[src/rtl/add_multi.sv]
// Pipelined multi-operand adder: balanced binary tree over N summands with
// DEPTH enable-gated register stages and exact-width internal nodes.
package add_multi_pkg;

  // Minimal width holding [lo, hi]; two's complement when lo < 0.
  function automatic int bitwidth(longint lo, longint hi);
    int w;
    w = 1;
    if (lo >= 0) begin
      while ((longint'(1) << w) <= hi) w++;
    end else begin
      while ((lo < -(longint'(1) << (w - 1))) || (hi >= (longint'(1) << (w - 1)))) w++;
    end
    return w;
  endfunction

  function automatic int node_cnt(int n, int l);
    int c;
    c = n;
    for (int unsigned i = 0; i < unsigned'(l); i++) c = (c + 1) / 2;
    return c;
  endfunction

  function automatic int tree_levels(int n);
    int c;
    int l;
    c = n;
    l = 0;
    while (c > 1) begin
      c = (c + 1) / 2;
      l++;
    end
    return l;
  endfunction

  // Width of a level-l node: it covers at most min(2^l, n) leaves.
  function automatic int node_width(int n, int l, int lo, int hi);
    longint k;
    k = longint'(1) << l;
    if (k > n) k = n;
    return bitwidth(k * lo, k * hi);
  endfunction

  function automatic bit reg_after(int l, int levels, int depth);
    if (depth >= levels) return 1'b1;
    return ((l * depth) / levels) > (((l - 1) * depth) / levels);
  endfunction

endpackage

module add_multi
  import add_multi_pkg::*;
#(
  parameter int N         = 8,
  parameter int DEPTH     = 2,
  parameter int ARG_LO    = -1,
  parameter int ARG_HI    = 1,
  parameter int ARG_WIDTH = bitwidth(ARG_LO, ARG_HI),
  localparam int SUM_WIDTH = bitwidth(longint'(N) * ARG_LO, longint'(N) * ARG_HI)
) (
  input  logic                 clk,
  input  logic                 rst,
  input  logic                 en,
  input  logic [ARG_WIDTH-1:0] arg [N],
  output logic [SUM_WIDTH-1:0] sum
);

  localparam bit SIGNED = (ARG_LO < 0);
  localparam int LEVELS = tree_levels(N);
  localparam int EXTRA  = (DEPTH > LEVELS) ? DEPTH - LEVELS : 0;

  logic [SUM_WIDTH-1:0] tree_out;

  for (genvar l = 1; l <= LEVELS; l++) begin : lvl
    localparam int CNT  = node_cnt(N, l);
    localparam int PCNT = node_cnt(N, l - 1);
    localparam int W    = node_width(N, l, ARG_LO, ARG_HI);
    localparam int PW   = (l == 1) ? ARG_WIDTH : node_width(N, l - 1, ARG_LO, ARG_HI);

    logic [PW-1:0] src    [2*CNT];
    logic [W-1:0]  node_d [CNT];
    logic [W-1:0]  node   [CNT];

    // Odd leftover node is paired with a zero so every node is a uniform add.
    for (genvar j = 0; j < 2 * CNT; j++) begin : g_src
      if (j >= PCNT) begin : g_pad
        assign src[j] = '0;
      end else if (l == 1) begin : g_arg
        assign src[j] = arg[j];
      end else begin : g_prev
        assign src[j] = lvl[l-1].node[j];
      end
    end

    always_comb begin
      for (int unsigned i = 0; i < unsigned'(CNT); i++) begin
        if (SIGNED) node_d[i] = W'($signed(src[2*i])) + W'($signed(src[2*i+1]));
        else        node_d[i] = W'(src[2*i]) + W'(src[2*i+1]);
      end
    end

    if (reg_after(l, LEVELS, DEPTH)) begin : g_reg
      logic [W-1:0] node_q [CNT];
      always_ff @(posedge clk or negedge rst) begin
        if (!rst) begin
          for (int unsigned i = 0; i < unsigned'(CNT); i++) node_q[i] <= '0;
        end else if (en) begin
          node_q <= node_d;
        end
      end
      assign node = node_q;
    end else begin : g_comb
      assign node = node_d;
    end
  end

  if (LEVELS == 0) begin : g_leaf
    always_comb begin
      if (SIGNED) tree_out = SUM_WIDTH'($signed(arg[0]));
      else        tree_out = SUM_WIDTH'(arg[0]);
    end
  end else begin : g_root
    assign tree_out = lvl[LEVELS].node[0];
  end

  // Stages beyond one-per-level become a plain delay line on the result.
  if (EXTRA > 0) begin : g_dly
    logic [SUM_WIDTH-1:0] dly_d [EXTRA];
    logic [SUM_WIDTH-1:0] dly_q [EXTRA];
    always_comb begin
      dly_d[0] = tree_out;
      for (int unsigned i = 1; i < unsigned'(EXTRA); i++) dly_d[i] = dly_q[i-1];
    end
    always_ff @(posedge clk or negedge rst) begin
      if (!rst) begin
        for (int unsigned i = 0; i < unsigned'(EXTRA); i++) dly_q[i] <= '0;
      end else if (en) begin
        dly_q <= dly_d;
      end
    end
    assign sum = dly_q[EXTRA-1];
  end else begin : g_nodly
    assign sum = tree_out;
  end

endmodule

[config.mk]
export PLATFORM = sky130hd
export DESIGN_NAME = add_multi
export DESIGN_NICKNAME = d
export VERILOG_FILES = /design/src/rtl/add_multi.sv
export SDC_FILE = /design/constraint.sdc
export NUM_CORES = 1
export LEC_CHECK = 0
export ABC_AREA = 1
export BUFFER_PORTS_ARGS = -buffer_cell sky130_fd_sc_hd__buf_2
export CORE_UTILIZATION = 40
export DETAILED_ROUTE_END_ITERATION = 10
export HOLD_SLACK_MARGIN = 0.12
export SYNTH_ARGS = -nofsm -noshare
export SYNTH_HDL_FRONTEND = slang
export SYNTH_SLANG_ARGS = --single-unit
export TNS_END_PERCENT = 50
[constraint.sdc]
create_clock -name clk -period 1.6 [get_ports clk]
set_clock_uncertainty 0.2 [all_clocks]
set_input_delay 0.16 -clock clk [delete_from_list [all_inputs] [get_ports clk]]
set_output_delay 0.16 -clock clk [all_outputs]
set_load 0.05 [all_outputs]
---- Word level (Yosys, flattened, before mapping) ----
Index checks and enable logic that the tools add are counted.
cells by class
  add/sub/neg operators ................... 7
operators by type and width
  operator              count
  adder 2 x 2 -> 3 bit  4
  adder 3 x 3 -> 4 bit  2
  adder 4 x 4 -> 5 bit  1
storage, ports and cells
  bits in registers ....................... 13
  output and inout bits ................... 5
  logic and storage cells ................. 10
  bits of input ports ..................... 19

---- Longest topological paths before layout ----
  depth after elaboration ................. 2
  gate-level depth with buffers ........... 11
  gate-level depth less buffers ........... 11

---- Worst setup path after synthesis ----
No wires, ideal clock.
  path kind ............................... in2reg
  from .................................... input port arg[1] (netlist bit)
  to ...................................... register lvl[2].g_reg.node_q[3] (netlist bit)
  path slack .............................. -776 ps
  setup time .............................. 117 ps
  buffers on the path ..................... 0
  arrival ................................. 2,058 ps
  required time ........................... 1,283 ps
  stages .................................. 11
  cells stage by stage .................... inv_1 > fa_1 > inv_1 > fa_1 > ha_1 > inv_1 > fa_1 > inv_1 > nand3_1 > nand3_1 > nand2_1
on the way
  longest elaborated chain between the ends .. 2
ends and longest elaborated chain
  item                  line  RTL
  start, declared       64    input logic [ARG_WIDTH-1:0] arg [N],
  adder 2 x 2 -> 3 bit  97    if (SIGNED) node_d[i] = W'($signed(src[2*i])) + W'($signed(src[2*i+1]));
  adder 3 x 3 -> 4 bit  97
  end signal, assigned  108   node_q <= node_d;
  end, declared         103   logic [W-1:0] node_q [CNT];
No other way between the ends.
A chain may end at the register's enable or synchronous reset.

---- Worst setup path after layout ----
  from .................................... input port arg[5] (netlist bit)
  to ...................................... register lvl[2].g_reg.node_q[2] (netlist bit)
Same word-level chain as after synthesis.

==> impl.org <==
** Status
- Status :: complete, but fails checks
- The final reports fail on negative setup slack.

** Floorplanning
- Die Area :: 2700 µm²
- Die height :: about 52 µm
- IO Count :: 24
- The initialized floorplan defines 17 standard-cell rows.
- The initial utilization of the core area, before any placement, comes to roughly 44%.
- Area of the core region :: 2280 µm²
- X dimension of the die :: approximately 52 µm

** Timing
- Setup violations remaining at the end of the flow were counted as 6.
- The final count of pins violating max slew was 0.
- Final worst path period need :: approximately 2.2 ns
- In the final timing run, aggregate negative setup slack is -2.30 ns.
- FMAX :: around 470 MHz
- Fin worst setup slack :: -0.550 ns
- The final hold violation count was 0.
- Fin crit share :: 134%
- Max transition margin :: between 60% and 70%
- Measured slew at the worst slew-check pin :: approximately 0.48 ns
- RSZ-0062 raised after global routing :: true

** Global route
- Global-route wire length before repair :: around 3000 µm
- Overall track demand over capacity in global routing :: between 10% and 20%
- Maximum number of pins on one net before global-route repair :: 16
- Number of global-route vias before repair :: 738
- The number of antenna violations at the first check in global routing was 0.
- The total overflow left after global routing is 0.

** Setup path
- Counting cells, the worst reg-to-reg path comes to 5.
- Cell with the biggest individual delay on the critical path :: fa_1
- Origin of the critical flop-to-flop path :: lvl[2].g_reg.node_q[0]
- For the worst setup path, the data arrival time is between 2 and 2.5 ns.
- STA classifies the critical path startpoint as an input pin.
- Data on the critical path is required at its endpoint by between 1.5 and 2 ns.
- Number of buffer and inverter instances along the worst setup path :: 4
- R2r endpoint :: sum[4]
- The worst setup path is captured at a register.
- The setup path with the least slack is of type input pin to register.
- The worst register-to-register path has a setup slack of ~0.090 ns.
- Worst-path fanout max :: 2
- CP top delay family :: adder cells
- The critical path starts at arg[5].
- Critical Path Max Stage Delay :: between 0.5 and 0.6 ns
- Dominant cell type by count on the critical path :: inv_2
- The critical path goes through buf_6 -> inv_2 -> fa_1 -> inv_2 -> fa_1 -> ha_4 -> inv_2 -> fa_2 -> o21ai_2.

** Synth
- A synthesized cell averages about 8.5 µm².
- Most frequent cells after synthesis :: nand2_1, inv_1, dfrtp_1
- Of the post-synthesis cell area, the dominant cell type holds ~33%.
- Among all cell types in the netlist, the one instantiated most often is nand2_1.
- Among all flip-flop cells after synthesis, the most frequent one is dfrtp_1.
- By area the synthesized netlist is led by dfrtp_1, fa_1, nand2_1.
- Fraction of registers with async set/reset :: 100%
- Post-Synthesis Cell Area :: roughly 1000 µm²
- Yosys mapped a number of flops with a built-in enable equal to 0.
- Share of the yosys chip area belonging to registers :: between 30 and 40%
- Synthesized net count :: 155
- Area leader, netlist :: dfrtp_1
- The synthesized design contains 13 register bits.
- Total number of yosys warnings :: 0
- Unique cell type count in the Yosys netlist :: 12
- The cell count after synthesis came out at between 100 and 150.

** Clock tree
- TritonCTS created 3 clock buffers.
- Root cell of the clock tree :: clkbuf_4
- In this run the number of H-tree levels came out at 1.
- After clock tree synthesis, the clock-pin slew on the worst setup and hold paths is about 0.08 ns.
- The later pin in the worst-skew pair is clocked with a latency of ~0.28 ns.
- CTS tree :: built
- Counting along the longest clock path gives a buffer depth of 2.
- Post-CTS Hold Buffers :: 3
- Clock sink count :: 13

** Routing
- In the routed design, unresolved DRC markers number 0.
- Dividing the detail-routed wire length by the instance count gives roughly 11 µm.
- Number of nets with antenna violations after routing :: 0
- TritonRoute pass-1 iters :: 3
- DRC violation total after the first TritonRoute iteration :: 11
- Number of vias per cell :: about 4.7
- Number of vias in the routed layout :: 830
- The routed design has 1860 µm of wire.

** Placement
- Port Buffer Count :: 23
- Placement-stage cell area :: ~1200 µm²
- Routability-driven placement finished with a final weighted congestion of 0.806.
- Summed over all nets, the half-perimeter wirelength after detailed placement is 1410 µm.

** Worst hold path
- The tightest min-delay check is of the input pin to register type.
- For hold timing, the worst endpoint is lvl[2].g_reg.node_q[0].
- Along the worst hold path, the cell count comes to 4.
- The startpoint identified for the worst hold timing path is arg[6].

** Finish
- Layout Cell Area excl Fill :: 1320 µm²
- Of the cells placed in the final design, the portion with a size suffix greater than 1 is around 37%.
- Synthesis-to-finish area growth :: 31.9%
- The multi-input combinational cells in the finished layout cover a total of approximately 630 µm².
- The layout has roughly 230 filler cells.
- Nets :: ~190
- Across the whole layout, storage elements account for 325 µm².
- 0 antenna diodes ended up in the layout.

** Run
- Max-cap violations in this run came to 0.

** Power
- Standby leakage power :: 0.000710 µW
- The clock network is responsible for 12.2% of the overall power.
- Net switching is 46.7% of the power.
- PwrDens :: approximately 1300 nW/µm²
- Internal power comes to ~910 µW.
- Net switching power :: ~800 µW
- Sequential Power Share :: around 31%
- The share of total power dissipated in combinational logic is 57.2%.
- Across the VDD grid, the largest voltage drop is 0.807 mV.
[cells in the final DEF (no fill, tap or decap)]
cell | Yosys | final
a21oi_1 | 3 | 2
a21oi_2 | 0 | 1
buf_2 | 0 | 19
buf_4 | 2 | 5
buf_6 | 0 | 3
clkbuf_1 | 0 | 1
clkbuf_4 | 0 | 3
dfrtp_1 | 13 | 13
dlygate4sd3_1 | 0 | 3
fa_1 | 11 | 8
fa_2 | 0 | 3
ha_1 | 8 | 5
ha_2 | 0 | 1
ha_4 | 0 | 2
inv_1 | 24 | 12
inv_2 | 0 | 10
inv_8 | 0 | 2
nand2_1 | 38 | 37
nand2_2 | 0 | 1
nand3_1 | 9 | 5
nand3_2 | 0 | 4
nor2_1 | 4 | 4
o21ai_1 | 0 | 2
o21ai_2 | 1 | 1
or2_1 | 2 | 2
[stage by stage]
stage                     utilization, %  worst slack (ns)  std cells  hold slack, ns  total power, µW
after floorplan                        -            -0.742        117          -0.336             1210
after global placement              52.3            -0.937        170          -0.142             1400
after detailed placement            52.3            -0.957        170          -0.134             1430
after CTS                           56.8            -0.555        177         0.00116             1680
after global routing                57.9            -0.602        177          0.0237             1880
final                               57.9            -0.550        177         0.00397             1720
[layout make-up]
type                            instances  area share, %
Timing Repair Buffer                   30           14.9
Tap cell                               28           2.66
Inverter                               24           7.97
Clock buffer                            4           1.99
Sequential cell                        13           24.7
Multi-Input combinational cell         78           47.8
[per-layer routing]
metal | track usage [%] | vias to the layer above | routed length (µm)
li1 | - | 413 | -
met5 | 0 | - | 0
met3 | 2.63 | 4 | 53
met1 | 18.5 | 396 | 822
met2 | 27.1 | 17 | 958
met4 | 6.76 | 0 | 25
[power groups by stage]
stage	logic [µW]	registers, µW	clock network [µW]
final	981	524	210
after global routing	1100	544	235
after CTS	946	525	214
after detailed placement	904	530	0
after global placement	879	526	0
after floorplan	482	726	0
[worst max-delay path by stage]
| stage | to | slack, ns | depth (start not counted) |
|---|---|---|---|
| global route | lvl[2].g_reg.node_q[7] | -0.60 | 11 |
| CTS | lvl[2].g_reg.node_q[2] | -0.55 | 9 |
| global placement | lvl[2].g_reg.node_q[2] | -0.94 | 9 |
| floorplan | lvl[2].g_reg.node_q[2] | -0.74 | 8 |
| finish | lvl[2].g_reg.node_q[2] | -0.55 | 9 |
| detailed placement | lvl[2].g_reg.node_q[2] | -0.96 | 9 |
[kinds of logic (layout without fill, tap and decap cells)]
family          Yosys count  in the layout  synth area share, %
fa+ha+maj                19             19                 32.0
compound gates            6              6                 3.38
simple gates             53             53                 21.5
buf+inv                  26             58                 10.5
flops                    13             13                 32.5
[sequential cells by signal, indices dropped and copies added (netlist names)]
register          flops
sum                   5
lvl.g_reg.node_q      8
[worst min-delay path, cell delays in order]
cell	delay, ns
buf_2	0.08
ha_1	0.12
nand2_1	0.04
nand2_1	0.05
[what timing repair did]
item | CTS | global route
gates resized for setup | 13 | 9
buffers inserted | 0 | 0
setup endpoints to repair | 7 | 8
endpoints found under the hold margin | 19 | 2
gates cloned | 0 | 0
pin swaps | 15 | 1
Power figures use the tool's default switching activity.
